`src/rtl/serial_rx_bitclk.sv`:
```
// Serial byte receiver on the system clock: start-edge resync, mid-bit sampling,
// one-cycle valid/frame_err strobes and a break state for a line held low.
module serial_rx_bitclk #(
    parameter int CLK_DIV   = 162,
    parameter int DATA_BITS = 8
) (
    input  logic                 clk,
    input  logic                 rst_n,
    input  logic                 rx,
    output logic [DATA_BITS-1:0] data,
    output logic                 valid,
    output logic                 frame_err,
    output logic                 busy
);
    localparam int CNT_W = $clog2(CLK_DIV);
    localparam int IDX_W = $clog2(DATA_BITS + 1);
    localparam logic [CNT_W-1:0] HALF_TERM = CNT_W'(CLK_DIV / 2 - 1);
    localparam logic [CNT_W-1:0] FULL_TERM = CNT_W'(CLK_DIV - 1);
    localparam logic [IDX_W-1:0] LAST_IDX  = IDX_W'(DATA_BITS - 1);

    typedef enum logic [2:0] {
        S_IDLE,
        S_START,
        S_DATA,
        S_STOP,
        S_BREAK
    } state_t;

    state_t                 state_q, state_d;
    logic [CNT_W-1:0]       cnt_q, cnt_d;
    logic [IDX_W-1:0]       idx_q, idx_d;
    logic [DATA_BITS-1:0]   shift_q, shift_d;
    logic [DATA_BITS-1:0]   data_q, data_d;
    logic                   valid_q, valid_d;
    logic                   ferr_q, ferr_d;
    logic                   sync1_q, sync2_q;
    logic                   rx_s;
    logic [CNT_W-1:0]       term;
    logic                   at_sample;

    assign rx_s      = sync2_q;
    assign data      = data_q;
    assign valid     = valid_q;
    assign frame_err = ferr_q;
    assign busy      = (state_q != S_IDLE);

    always_comb begin
        state_d   = state_q;
        cnt_d     = cnt_q;
        idx_d     = idx_q;
        shift_d   = shift_q;
        data_d    = data_q;
        valid_d   = 1'b0;
        ferr_d    = 1'b0;
        term      = (state_q == S_START) ? HALF_TERM : FULL_TERM;
        at_sample = (cnt_q == term);

        if (state_q != S_IDLE) begin
            cnt_d = at_sample ? '0 : cnt_q + 1'b1;
        end

        case (state_q)
            S_IDLE: begin
                if (!rx_s) state_d = S_START;
            end
            S_START: begin
                if (at_sample) begin
                    if (!rx_s) begin
                        state_d = S_DATA;
                        idx_d   = '0;
                    end else begin
                        state_d = S_IDLE;
                    end
                end
            end
            S_DATA: begin
                if (at_sample) begin
                    // Line is LSB first, so each new bit enters at the top and walks down.
                    shift_d = {rx_s, shift_q[DATA_BITS-1:1]};
                    idx_d   = idx_q + 1'b1;
                    if (idx_q == LAST_IDX) state_d = S_STOP;
                end
            end
            S_STOP: begin
                if (at_sample) begin
                    if (rx_s) begin
                        data_d  = shift_q;
                        valid_d = 1'b1;
                        state_d = S_IDLE;
                    end else begin
                        ferr_d  = 1'b1;
                        state_d = S_BREAK;
                    end
                end
            end
            S_BREAK: begin
                if (rx_s) state_d = S_IDLE;
            end
            default: state_d = S_IDLE;
        endcase

        // Every state starts timing from zero, including IDLE after a break.
        if (state_d != state_q) cnt_d = '0;
    end

    always_ff @(posedge clk or negedge rst_n) begin
        if (!rst_n) begin
            sync1_q <= 1'b1;
            sync2_q <= 1'b1;
            state_q <= S_IDLE;
            cnt_q   <= '0;
            idx_q   <= '0;
            shift_q <= '0;
            data_q  <= '0;
            valid_q <= 1'b0;
            ferr_q  <= 1'b0;
        end else begin
            sync1_q <= rx;
            sync2_q <= sync1_q;
            state_q <= state_d;
            cnt_q   <= cnt_d;
            idx_q   <= idx_d;
            shift_q <= shift_d;
            data_q  <= data_d;
            valid_q <= valid_d;
            ferr_q  <= ferr_d;
        end
    end
endmodule

```
`config.mk`:
```
export PLATFORM = sky130hd
export DESIGN_NAME = serial_rx_bitclk
export DESIGN_NICKNAME = d
export VERILOG_FILES = /design/src/rtl/serial_rx_bitclk.sv
export SDC_FILE = /design/constraint.sdc
export NUM_CORES = 1
export LEC_CHECK = 0
export CAP_MARGIN = 20
export CORE_MARGIN = 1.5
export CORE_UTILIZATION = 50
export DETAILED_ROUTE_END_ITERATION = 6
export GPL_ROUTABILITY_DRIVEN = 0
export PLACE_DENSITY = 0.7
export RECOVER_POWER = 50
export REMOVE_ABC_BUFFERS = 1
export SLEW_MARGIN = 40
export SYNTH_ARGS = -nofsm -noshare
export SYNTH_HDL_FRONTEND = slang
export SYNTH_SLANG_ARGS = --single-unit
export TNS_END_PERCENT = 100
```
`constraint.sdc`:
```
create_clock -name clk -period 4 [get_ports clk]
set_input_delay 0.8 -clock clk [delete_from_list [all_inputs] [get_ports clk]]
set_output_delay 0.8 -clock clk [all_outputs]
set_load 0.02 [all_outputs]
```
After elaboration in Yosys (flattened, before gate mapping)
Index checks and enable logic that the tools add are counted.
{"block": "op_classes", "n_addsub": 2, "eq_ne": 10, "mux": 23, "reduce_logical": 7}
{"cell": "$mux 8", "count": 4}
{"cell": "$mux 3", "count": 7}
{"cell": "$pmux 3 s5", "count": 1}
{"cell": "$mux 4", "count": 3}
{"cell": "$add 8x1->8 const B", "count": 1}
{"cell": "$eq 8x8->1", "count": 1}
{"cell": "$pmux 4 s2", "count": 1}
{"cell": "$eq 3x2->1 const B", "count": 2}
{"cell": "$mux 1", "count": 6}
{"cell": "$ne 2x2->1 const B", "count": 3}
{"cell": "$add 4x1->4 const B", "count": 1}
{"cell": "$eq 4x3->1 const B", "count": 1}
{"cell": "$reduce_and 4->1", "count": 1}
{"cell": "$reduce_bool 2->1", "count": 2}
{"cell": "$eq 3x1->1 const B", "count": 1}
{"cell": "$eq 3x3->1 const B", "count": 1}
{"cell": "$logic_not 3->1", "count": 1}
{"cell": "$ne 3x3->1", "count": 1}
{"cell": "$reduce_and 3->1", "count": 1}
{"cell": "$reduce_bool 3->1", "count": 1}
{"cell": "$mux 2", "count": 1}
{"cell": "$reduce_and 2->1", "count": 1}
{"block": "word_totals", "register_bits": 35, "in_bits": 3, "elab_cells": 51}

Longest topological paths before layout
Gate-level depths: netlist (run 1).
{"block": "logic_depth", "ltp_word": 7, "ltp_mapped": 6, "ltp_nobuf": 5}

Worst setup path before layout (run 1)
OpenSTA, ideal clock, no wires.
{"block": "synth_path", "path_type": "reg-to-output", "start": "register state_q[2]", "end": "output port busy", "arrival_ns": 1.195, "required_ns": 3.200, "setup_slack_ns": 2.005, "stages_incl_launch_ff": 4, "path_buffers": 1, "path_cell_list": "dfrtp_1 -> clkbuf_1 -> nor3_1 -> inv_1"}
{"block": "synth_via", "elab_chain_len": 1}
{"item": "start: declaration", "line": "29", "source": "state_t state_q, state_d;"}
{"item": "start signal: assignment", "line": "120", "source": "state_q <= state_d;"}
{"item": "$reduce_bool 3->1", "line": "45", "source": "assign busy = (state_q != S_IDLE);"}
{"item": "end: declaration", "line": "13", "source": "output logic busy"}
No other way between the ends.

Final worst setup path (run 1)
{"block": "layout_path", "start": "register state_q[0]", "end": "output port busy"}
Same word-level chain as after synthesis.

==> impl_results.html, run 1 <==
<table>
<tr><th>Metric</th><th>Value</th></tr>
<tr><th colspan="2">Global route</th></tr>
<tr><td>Number of global-route vias before repair</td><td>1139</td></tr>
<tr><td>Largest net degree at the start of global routing</td><td>36</td></tr>
<tr><td>Global-route usage over all layers</td><td>approximately a fifth</td></tr>
<tr><td>Global-route wire length before repair</td><td>5.32 mm</td></tr>
<tr><td>Initial antenna violation count</td><td>0</td></tr>
<tr><td>Total congestion overflow</td><td>0</td></tr>
<tr><th colspan="2">Timing</th></tr>
<tr><td>Slew HR</td><td>-22.2%</td></tr>
<tr><td>Fmax</td><td>0.335 GHz</td></tr>
<tr><td>Final Slew Violations</td><td>36</td></tr>
<tr><td>Final worst clock skew</td><td>5.20 ps</td></tr>
<tr><td>Final setup violation count</td><td>0</td></tr>
<tr><td>Transition time at the pin with the least slew margin</td><td>roughly 1800 ps</td></tr>
<tr><td>Hold Fails Final Rpt</td><td>0</td></tr>
<tr><td>Minimum clock period after layout</td><td>2980 ps</td></tr>
<tr><td>RSZ-0062 raised after global routing</td><td>false</td></tr>
<tr><td>Summed negative setup slack over all endpoints</td><td>0 ps</td></tr>
<tr><td>Final Hold Slack</td><td>363 ps</td></tr>
<tr><td>Final critical-path share of the clock period</td><td>74.5%</td></tr>
<tr><th colspan="2">Clock tree</th></tr>
<tr><td>Hold bufs inserted after CTS</td><td>0</td></tr>
<tr><td>H-tree Lvls</td><td>2</td></tr>
<tr><td>Number of buffers added by the clock tree synthesis step</td><td>5</td></tr>
<tr><td>Clock net sink count</td><td>35</td></tr>
<tr><td>TritonCTS clock tree</td><td>built</td></tr>
<tr><td>Clock Latency Late Sink</td><td>340 ps</td></tr>
<tr><td>Clock transition at the registers of the reported paths</td><td>110 ps</td></tr>
<tr><td>Setup Buffers After CTS</td><td>0</td></tr>
<tr><td>Post-cts sizing count</td><td>0</td></tr>
<tr><td>Maximum buffer depth of the clock tree</td><td>2</td></tr>
<tr><td>Clock root buffer master</td><td>clkbuf_4</td></tr>
<tr><th colspan="2">Yosys</th></tr>
<tr><td>Count of flip-flops with a built-in enable after synthesis</td><td>0</td></tr>
<tr><td>Top cells by area, synth</td><td>dfrtp_1 (48%), mux2_2 (10%), dfstp_2 (3.1%)</td></tr>
<tr><td>Post-Syn Instances</td><td>roughly 150</td></tr>
<tr><td>Synth Warn #</td><td>0</td></tr>
<tr><td>Top flip-flop cell by instance count after synthesis</td><td>dfrtp_1</td></tr>
<tr><td>Most area-hungry cell type in the Yosys netlist</td><td>dfrtp_1</td></tr>
<tr><td>Seq/Total Area, Yosys</td><td>about half</td></tr>
<tr><td>Flip-flop and latch count after synthesis</td><td>35</td></tr>
<tr><td>Portion of synthesized cell area occupied by the leading cell type</td><td>47.9%</td></tr>
<tr><td>Post-Syn Area</td><td>0.00172 sq mm</td></tr>
<tr><td>Number of distinct library cells after synthesis</td><td>51</td></tr>
<tr><td>Average size of a mapped cell</td><td>11.9 sq um</td></tr>
<tr><td>Async SR Flop Fraction</td><td>100%</td></tr>
<tr><th colspan="2">Setup path</th></tr>
<tr><td>Max Fanout on Critical Path</td><td>20</td></tr>
<tr><td>Launching element type of the critical path</td><td>flop</td></tr>
<tr><td>Crit path arrival time</td><td>2180 ps</td></tr>
<tr><td>Class of the most critical setup path</td><td>flop to output pin</td></tr>
<tr><td>Data required time of the worst path</td><td>~3200 ps</td></tr>
<tr><td>Endpoint type of the worst setup path</td><td>output pin</td></tr>
<tr><th colspan="2">Floorplan</th></tr>
<tr><td>Floorplan die area</td><td>0.00381 sq mm</td></tr>
<tr><td>Die outline height</td><td>61.7 microns</td></tr>
<tr><td>Effective utilization at floorplan</td><td>52.0%</td></tr>
<tr><td>Total I/O pin count</td><td>14</td></tr>
<tr><td>Total core area</td><td>0.00331 sq mm</td></tr>
<tr><td># rows</td><td>21</td></tr>
<tr><td>Floorplan die width</td><td>61.7 microns</td></tr>
<tr><th colspan="2">Hold path</th></tr>
<tr><td>Tightest Hold Check Type</td><td>flop to flop</td></tr>
<tr><th colspan="2">Routing</th></tr>
<tr><td>First-iteration detailed-routing DRC count</td><td>79</td></tr>
<tr><td>Vias</td><td>1209</td></tr>
<tr><td>Via count normalized by instance count</td><td>5.90</td></tr>
<tr><td>Final ANT Viol Nets</td><td>0</td></tr>
<tr><td>Total wire length after detailed routing</td><td>3.19 mm</td></tr>
<tr><td>Average wire per standard cell</td><td>between 15 and 20 microns</td></tr>
<tr><td>Post-route DRC</td><td>0</td></tr>
<tr><td>Initial DRT Pass Iterations</td><td>5</td></tr>
<tr><th colspan="2">Power</th></tr>
<tr><td>Power density of the placed cells</td><td>321 mW/mm^2</td></tr>
<tr><td>Leakage</td><td>a little over 0.8 nW</td></tr>
<tr><td>Peak supply drop</td><td>~270 uV</td></tr>
<tr><th colspan="2">Job</th></tr>
<tr><td>Count of maximum capacitance violations</td><td>1</td></tr>
<tr><th colspan="2">Finish</th></tr>
<tr><td>Highest-count cells in the layout ignoring fill and taps</td><td>dfrtp_1 (33), mux2_2 (16), nand2_1 (11), clkdlybuf4s50_1 (11), nor3_1 (8)</td></tr>
<tr><td>Total number of nets in the final design</td><td>163</td></tr>
<tr><td>Leading cell type in the layout, fill and taps excluded</td><td>dfrtp_1</td></tr>
<tr><td>Share of post-route cells with drive strength above 1</td><td>20.8%</td></tr>
<tr><td>Number of antenna cells inserted</td><td>0</td></tr>
<tr><td>Growth of design area from synthesis to finish</td><td>12.9%</td></tr>
<tr><th colspan="2">Outcome</th></tr>
<tr><td>Failing checks</td><td>capacitance limit, slew limit</td></tr>
<tr><td>Outcome</td><td>complete, but fails checks</td></tr>
<tr><th colspan="2">Placed design</th></tr>
<tr><td>DP Wirelength</td><td>approximately 2.2 mm</td></tr>
<tr><td>IO Port Bufs</td><td>13</td></tr>
</table>
-- registers in the layout, indices dropped and copies added (netlist names) --
register / flops
cnt_q: 8
data: 8
shift_q: 8
idx_q: 4
state_q: 3
frame_err: 1
rx_s: 1
sync1_q: 1
valid: 1
-- cell families after synthesis --
family | synth area share, %
XOR/XNOR | 3.05
AND/OR/NAND/NOR | 15.8
buffers and inverters | 2.40
adder cells (fa/ha/maj) | 1.45
flip-flops | 51.0
AO/OA/AOI/OAI | 15.3
multiplexers | 11.0
-- critical path: stages (launching register included) --
cell	delay (ps)
dfrtp_1	600
nor3_1	460
inv_1	190
clkdlybuf4s50_1	580
-- per-stage QoR --
stage / instance area [sq um] / instances / setup slack, ps / total power, mW / util, %
CTS: 1970 / 205 / 1030 / 0.631 / 59.4
global placement: 1880 / 197 / 1490 / 0.376 / 56.9
floorplan: 1690 / 137 / 2090 / 0.366 / -
finish: 1940 / 205 / 1020 / 0.625 / 58.7
detailed placement: 1880 / 197 / 1420 / 0.376 / 56.9
global route: 1940 / 205 / 864 / 0.648 / 58.7
-- layer usage --
metal  wire [microns]  GRT usage (%)  vias to the layer above
li1                 -              -                      580
met1             1480           26.8                      582
met2             1480           28.0                       40
met3              180           7.04                        7
met4               47           8.21                        0
met5                0              0                        -
-- final timing paths --
| kind | slack, ps | endpoint | from | cells past startpoint |
|---|---|---|---|---|
| worst max-delay path | 1020 | busy | state_q[0] | 3 |
| worst min-delay path | 360 | rx_s | sync1_q | 0 |
| min in group asynchronous | 1460 | cnt_q[1] | rst_n | 2 |
| max in group asynchronous | 1470 | cnt_q[3] | rst_n | 2 |
| worst max register to register | 1300 | data[1] | cnt_q[5] | 4 |
| worst min register to register | 360 | rx_s | sync1_q | 0 |
-- where the power goes --
part / internal (mW) / total, mW / leakage [nW] / switching (mW)
registers: 0.356 / 0.357 / 0.467 / 0.00116
logic: 0.00241 / 0.0107 / 0.317 / 0.00831
clock network: 0.131 / 0.257 / 0.0452 / 0.126
total: 0.489 / 0.625 / 0.829 / 0.135
-- cells in the mapped netlist, types with 2 or more instances --
cell and n:
nand4_1 4, and3b_1 2, a211oi_1 4, xnor2_1 3, clkbuf_1 5, nand2_1 11, nor2_1 3, o21ai_0 2
a22oi_1 2, buf_2 3, mux2_2 16, nor3_1 7, xor2_1 3, nand3_1 5, inv_1 2, ha_1 2
dfstp_2 2, dfrtp_1 33, a21oi_1 2, o31ai_1 3
-- area by class of cell --
class,count,area [sq um]
fill,300,1370
inverter,2,7.51
timing repair buffer,14,134
clock buffer,5,37.5
clock inverter,3,43.8
sequential,35,878
multi-input combinational,100,786
tap,46,57.6
No activity file was read; power rests on OpenSTA's default activity.
==> run 2: changes to the inputs <==
--- a/config.mk
+++ b/config.mk
@@ -10,7 +10,7 @@
 export CORE_UTILIZATION = 50
 export DETAILED_ROUTE_END_ITERATION = 6
 export GPL_ROUTABILITY_DRIVEN = 0
-export PLACE_DENSITY = 0.7
+export PLACE_DENSITY = 0.73
 export RECOVER_POWER = 50
 export REMOVE_ABC_BUFFERS = 1
 export SLEW_MARGIN = 40
==> constraint.sdc (replaced) <==
create_clock -name clk -period 2.4 [get_ports clk]
set_input_delay 0.48 -clock clk [delete_from_list [all_inputs] [get_ports clk]]
set_output_delay 0.48 -clock clk [all_outputs]
set_load 0.02 [all_outputs]
==> run 2 against run 1 <==
- sequential share of layout area is 1.4 points lower
- setup slack worse by 870 ps
- highest routed layer unchanged
- the run now ends clean
- sequential power increased by 66%
- count of clock-buffer cells in the layout unchanged
- first-iteration DRC count fell by 20%
- final area rose by 3.2%
- worst hold slack got worse by 1.5 ps
- clock skew is 6.2 ps higher
- critical path depth stayed put
- clock power rose by 63%
- non-clock buffer count grew 5
- register-to-register slack worse by 1000 ps
==> impl_results.html, run 2 (same netlist as run 1, synthesis figures left out) <==
<table>
<tr><th>Metric</th><th>Value</th></tr>
<tr><th colspan="2">Power</th></tr>
<tr><td>Total internal power</td><td>816 uW (was 489 uW)</td></tr>
<tr><td>Seq pwr share</td><td>57.6% (was 57.1%)</td></tr>
<tr><td>Tot Pwr</td><td>1.03 mW (was 625 uW)</td></tr>
<tr><td>Peak supply drop</td><td>235 uV (was 275 uV)</td></tr>
<tr><td>Combinational group share of total power</td><td>1.8% (was 1.7%)</td></tr>
<tr><td>Clk pwr share</td><td>40.6% (was 41.2%)</td></tr>
<tr><td>Power density of the placed cells</td><td>515 mW/mm^2 (was 321 mW/mm^2)</td></tr>
<tr><td>Sw Share</td><td>21.0% (was 21.7%)</td></tr>
<tr><td>Leakage</td><td>0.886 nW (was 0.829 nW)</td></tr>
<tr><td>Switching power of the nets</td><td>217 uW (was 135 uW)</td></tr>
<tr><th colspan="2">Floorplan</th></tr>
<tr><td>Total core area</td><td>0.00331 sq mm (unchanged)</td></tr>
<tr><td>Floorplan die width</td><td>61.7 microns (unchanged)</td></tr>
<tr><td># rows</td><td>21 (unchanged)</td></tr>
<tr><td>Effective utilization at floorplan</td><td>52.0% (unchanged)</td></tr>
<tr><td>Total I/O pin count</td><td>14 (unchanged)</td></tr>
<tr><td>Floorplan die area</td><td>0.00381 sq mm (unchanged)</td></tr>
<tr><td>Die outline height</td><td>61.7 microns (unchanged)</td></tr>
<tr><th colspan="2">Timing</th></tr>
<tr><td>RSZ-0062 raised after global routing</td><td>false (unchanged)</td></tr>
<tr><td>Summed negative setup slack over all endpoints</td><td>0 ps (unchanged)</td></tr>
<tr><td>Hold Fails Final Rpt</td><td>0 (unchanged)</td></tr>
<tr><td>Final critical-path share of the clock period</td><td>93.9%</td></tr>
<tr><td>Fmax</td><td>0.444 GHz</td></tr>
<tr><td>Final setup violation count</td><td>0 (unchanged)</td></tr>
<tr><td>Minimum clock period after layout</td><td>approximately 2300 ps</td></tr>
<tr><td>Transition time at the pin with the least slew margin</td><td>861 ps (was 1830 ps)</td></tr>
<tr><td>Final worst clock skew</td><td>11.4 ps (was 5.20 ps)</td></tr>
<tr><td>Slew HR</td><td>42.6% (was -22.2%)</td></tr>
<tr><td>Final Slew Violations</td><td>0 (was 36)</td></tr>
<tr><th colspan="2">Finish</th></tr>
<tr><td>Area of the multi-input gates</td><td>808 sq um (was 786 sq um)</td></tr>
<tr><td>Share of post-route cells with drive strength above 1</td><td>25.6% (was 20.8%)</td></tr>
<tr><td>Register cell area after layout</td><td>878 sq um (unchanged)</td></tr>
<tr><td>Filler cells</td><td>296 (was 300)</td></tr>
<tr><td>Growth of design area from synthesis to finish</td><td>16.4% (was 12.9%)</td></tr>
<tr><td>Total number of nets in the final design</td><td>168 (was 163)</td></tr>
<tr><td>Number of antenna cells inserted</td><td>0 (unchanged)</td></tr>
<tr><td>Leading cell type in the layout, fill and taps excluded</td><td>dfrtp_1 (unchanged)</td></tr>
<tr><td>Highest-count cells in the layout ignoring fill and taps</td><td>dfrtp_1 (33), mux2_2 (16), nand2_1 (11), clkdlybuf4s50_1 (8), nor3_1 (6) (was dfrtp_1 (33), mux2_2 (16), nand2_1 (11), clkdlybuf4s50_1 (11), nor3_1 (8))</td></tr>
<tr><th colspan="2">Setup path</th></tr>
<tr><td>End of the worst register-to-register path</td><td>data[7] (was data[1])</td></tr>
<tr><td>Launching instance or port of the critical path</td><td>state_q[2] (was state_q[0])</td></tr>
<tr><td>FF-to-FF path depth</td><td>4 (unchanged)</td></tr>
<tr><td>Crit path arrival time</td><td>1770 ps (was 2180 ps)</td></tr>
<tr><td>R2R setup slack</td><td>300 ps (was 1300 ps)</td></tr>
<tr><td>Endpoint type of the worst setup path</td><td>output pin (unchanged)</td></tr>
<tr><td>Class of the most critical setup path</td><td>flop to output pin (unchanged)</td></tr>
<tr><td>Data required time of the worst path</td><td>1920 ps (was 3200 ps)</td></tr>
<tr><td>Max Fanout on Critical Path</td><td>7 (was 20)</td></tr>
<tr><td>Launching element type of the critical path</td><td>flop (unchanged)</td></tr>
<tr><td>Capturing element of the worst setup path</td><td>busy (unchanged)</td></tr>
<tr><td>Cell-by-cell trace of the critical path</td><td>nor3_2 &gt; inv_1 &gt; clkdlybuf4s50_1 (was nor3_1 &gt; inv_1 &gt; clkdlybuf4s50_1)</td></tr>
<tr><td>R2R Path Start</td><td>cnt_q[5] (unchanged)</td></tr>
<tr><td>Longest individual stage delay on the worst path</td><td>560 ps (was 600 ps)</td></tr>
<tr><td>Slowest library cell on the worst path</td><td>clkdlybuf4s50_1 (was dfrtp_1)</td></tr>
<tr><th colspan="2">Placed design</th></tr>
<tr><td>DP Wirelength</td><td>2.31 mm (was 2.18 mm)</td></tr>
<tr><td>IO Port Bufs</td><td>13 (unchanged)</td></tr>
<tr><th colspan="2">Global route</th></tr>
<tr><td>Initial antenna violation count</td><td>0 (unchanged)</td></tr>
<tr><td>Number of global-route vias before repair</td><td>1144 (was 1139)</td></tr>
<tr><td>Total congestion overflow</td><td>0 (unchanged)</td></tr>
<tr><td>Global-route wire length before repair</td><td>5.46 mm (was 5.32 mm)</td></tr>
<tr><td>Global-route usage over all layers</td><td>20.5% (was 19.5%)</td></tr>
<tr><td>Largest net degree at the start of global routing</td><td>36 (unchanged)</td></tr>
<tr><th colspan="2">Routing</th></tr>
<tr><td>Via count normalized by instance count</td><td>6.02 (was 5.90)</td></tr>
<tr><td>Total length of routed met3 wires</td><td>140 microns (was 180 microns)</td></tr>
<tr><td>Initial DRT Pass Iterations</td><td>4 (was 5)</td></tr>
<tr><td>M1 wire length</td><td>1.55 mm (was 1.48 mm)</td></tr>
<tr><td>Total wire length after detailed routing</td><td>3.41 mm (was 3.19 mm)</td></tr>
<tr><td>Post-route DRC</td><td>0 (unchanged)</td></tr>
<tr><td>Average wire per standard cell</td><td>16.2 microns (was 15.6 microns)</td></tr>
<tr><td>Vias</td><td>1264 (was 1209)</td></tr>
<tr><td>First-iteration detailed-routing DRC count</td><td>63 (was 79)</td></tr>
<tr><td>Top metal layer carrying routed signals</td><td>met4 (unchanged)</td></tr>
<tr><td>Final ANT Viol Nets</td><td>0 (unchanged)</td></tr>
<tr><td>WL met2</td><td>1.67 mm (was 1.48 mm)</td></tr>
<tr><th colspan="2">Clock tree</th></tr>
<tr><td>Setup Buffers After CTS</td><td>0 (unchanged)</td></tr>
<tr><td>Hold bufs inserted after CTS</td><td>0 (unchanged)</td></tr>
<tr><td>Clock net sink count</td><td>35 (unchanged)</td></tr>
<tr><td>Post-cts sizing count</td><td>0 (unchanged)</td></tr>
<tr><td>TritonCTS clock tree</td><td>built (unchanged)</td></tr>
<tr><td>Clock Latency Late Sink</td><td>340 ps (about the same)</td></tr>
<tr><td>Maximum buffer depth of the clock tree</td><td>2 (unchanged)</td></tr>
<tr><td>Clock transition at the registers of the reported paths</td><td>110 ps (about the same)</td></tr>
<tr><td>Clock root buffer master</td><td>clkbuf_4 (unchanged)</td></tr>
<tr><td>H-tree Lvls</td><td>2 (unchanged)</td></tr>
<tr><td>Number of buffers added by the clock tree synthesis step</td><td>5 (unchanged)</td></tr>
<tr><th colspan="2">Job</th></tr>
<tr><td>Count of maximum capacitance violations</td><td>0 (was 1)</td></tr>
<tr><th colspan="2">Outcome</th></tr>
<tr><td>Outcome</td><td>finished, final reports clean (was complete, but fails checks)</td></tr>
<tr><th colspan="2">Hold path</th></tr>
<tr><td>Tightest Hold Check Type</td><td>flop to flop (unchanged)</td></tr>
</table>
==> run 2: area by class of cell <==
type                       instances  area share, %
clock inverter                     3           2.18
sequential                        35           43.8
clock buffer                       5           1.87
multi-input combinational        100           40.3
inverter                           2          0.374
tap                               46           2.87
timing repair buffer              19           8.61
==> run 2: critical path: cells and delay by family, from the launching register on <==
family | cells | cell delay, ps
simple gates | 1 | 260
buf+inv | 2 | 690
flops | 1 | 490
==> run 2: worst min-delay path by stage <==
stage | slack (ps) | to | depth (start not counted) | from
after detailed placement | 350 | rx_s | 0 | sync1_q
after CTS | 360 | rx_s | 0 | sync1_q
after floorplan | 180 | cnt_q[0] | 0 | rst_n
after global routing | 370 | rx_s | 0 | sync1_q
after global placement | 350 | rx_s | 0 | sync1_q
final | 360 | rx_s | 0 | sync1_q
==> run 2: power groups by stage <==
| stage | registers [mW] | clock network, mW | logic, mW |
|---|---|---|---|
| 2_1_floorplan | 0.605 | 0 | 0.00383 |
| 6_report | 0.594 | 0.420 | 0.0187 |
| 3_5_place_dp | 0.606 | 0 | 0.0208 |
| 4_1_cts | 0.594 | 0.432 | 0.0209 |
| 5_1_grt | 0.595 | 0.452 | 0.0223 |
| 3_3_place_gp | 0.606 | 0 | 0.0200 |
==> run 2: layer usage <==
metal | track usage, % | vias up
met4 | 8.21 | 0
met5 | 0 | -
met2 | 31.1 | 23
met3 | 7.04 | 5
met1 | 27.2 | 648
li1 | - | 588
==> run 2: through the flow <==
| stage | area [sq um] | setup WS (ps) | hold slack [ps] | util, % | instances |
|---|---|---|---|---|---|
| floorplan | 1690 | 512 | 184 | - | 137 |
| global placement | 1920 | 406 | 346 | 58.0 | 202 |
| detailed placement | 1920 | 302 | 348 | 58.0 | 202 |
| CTS | 2000 | 98.8 | 364 | 60.5 | 210 |
| global route | 2010 | 51.2 | 366 | 60.6 | 210 |
| finish | 2010 | 147 | 361 | 60.6 | 210 |
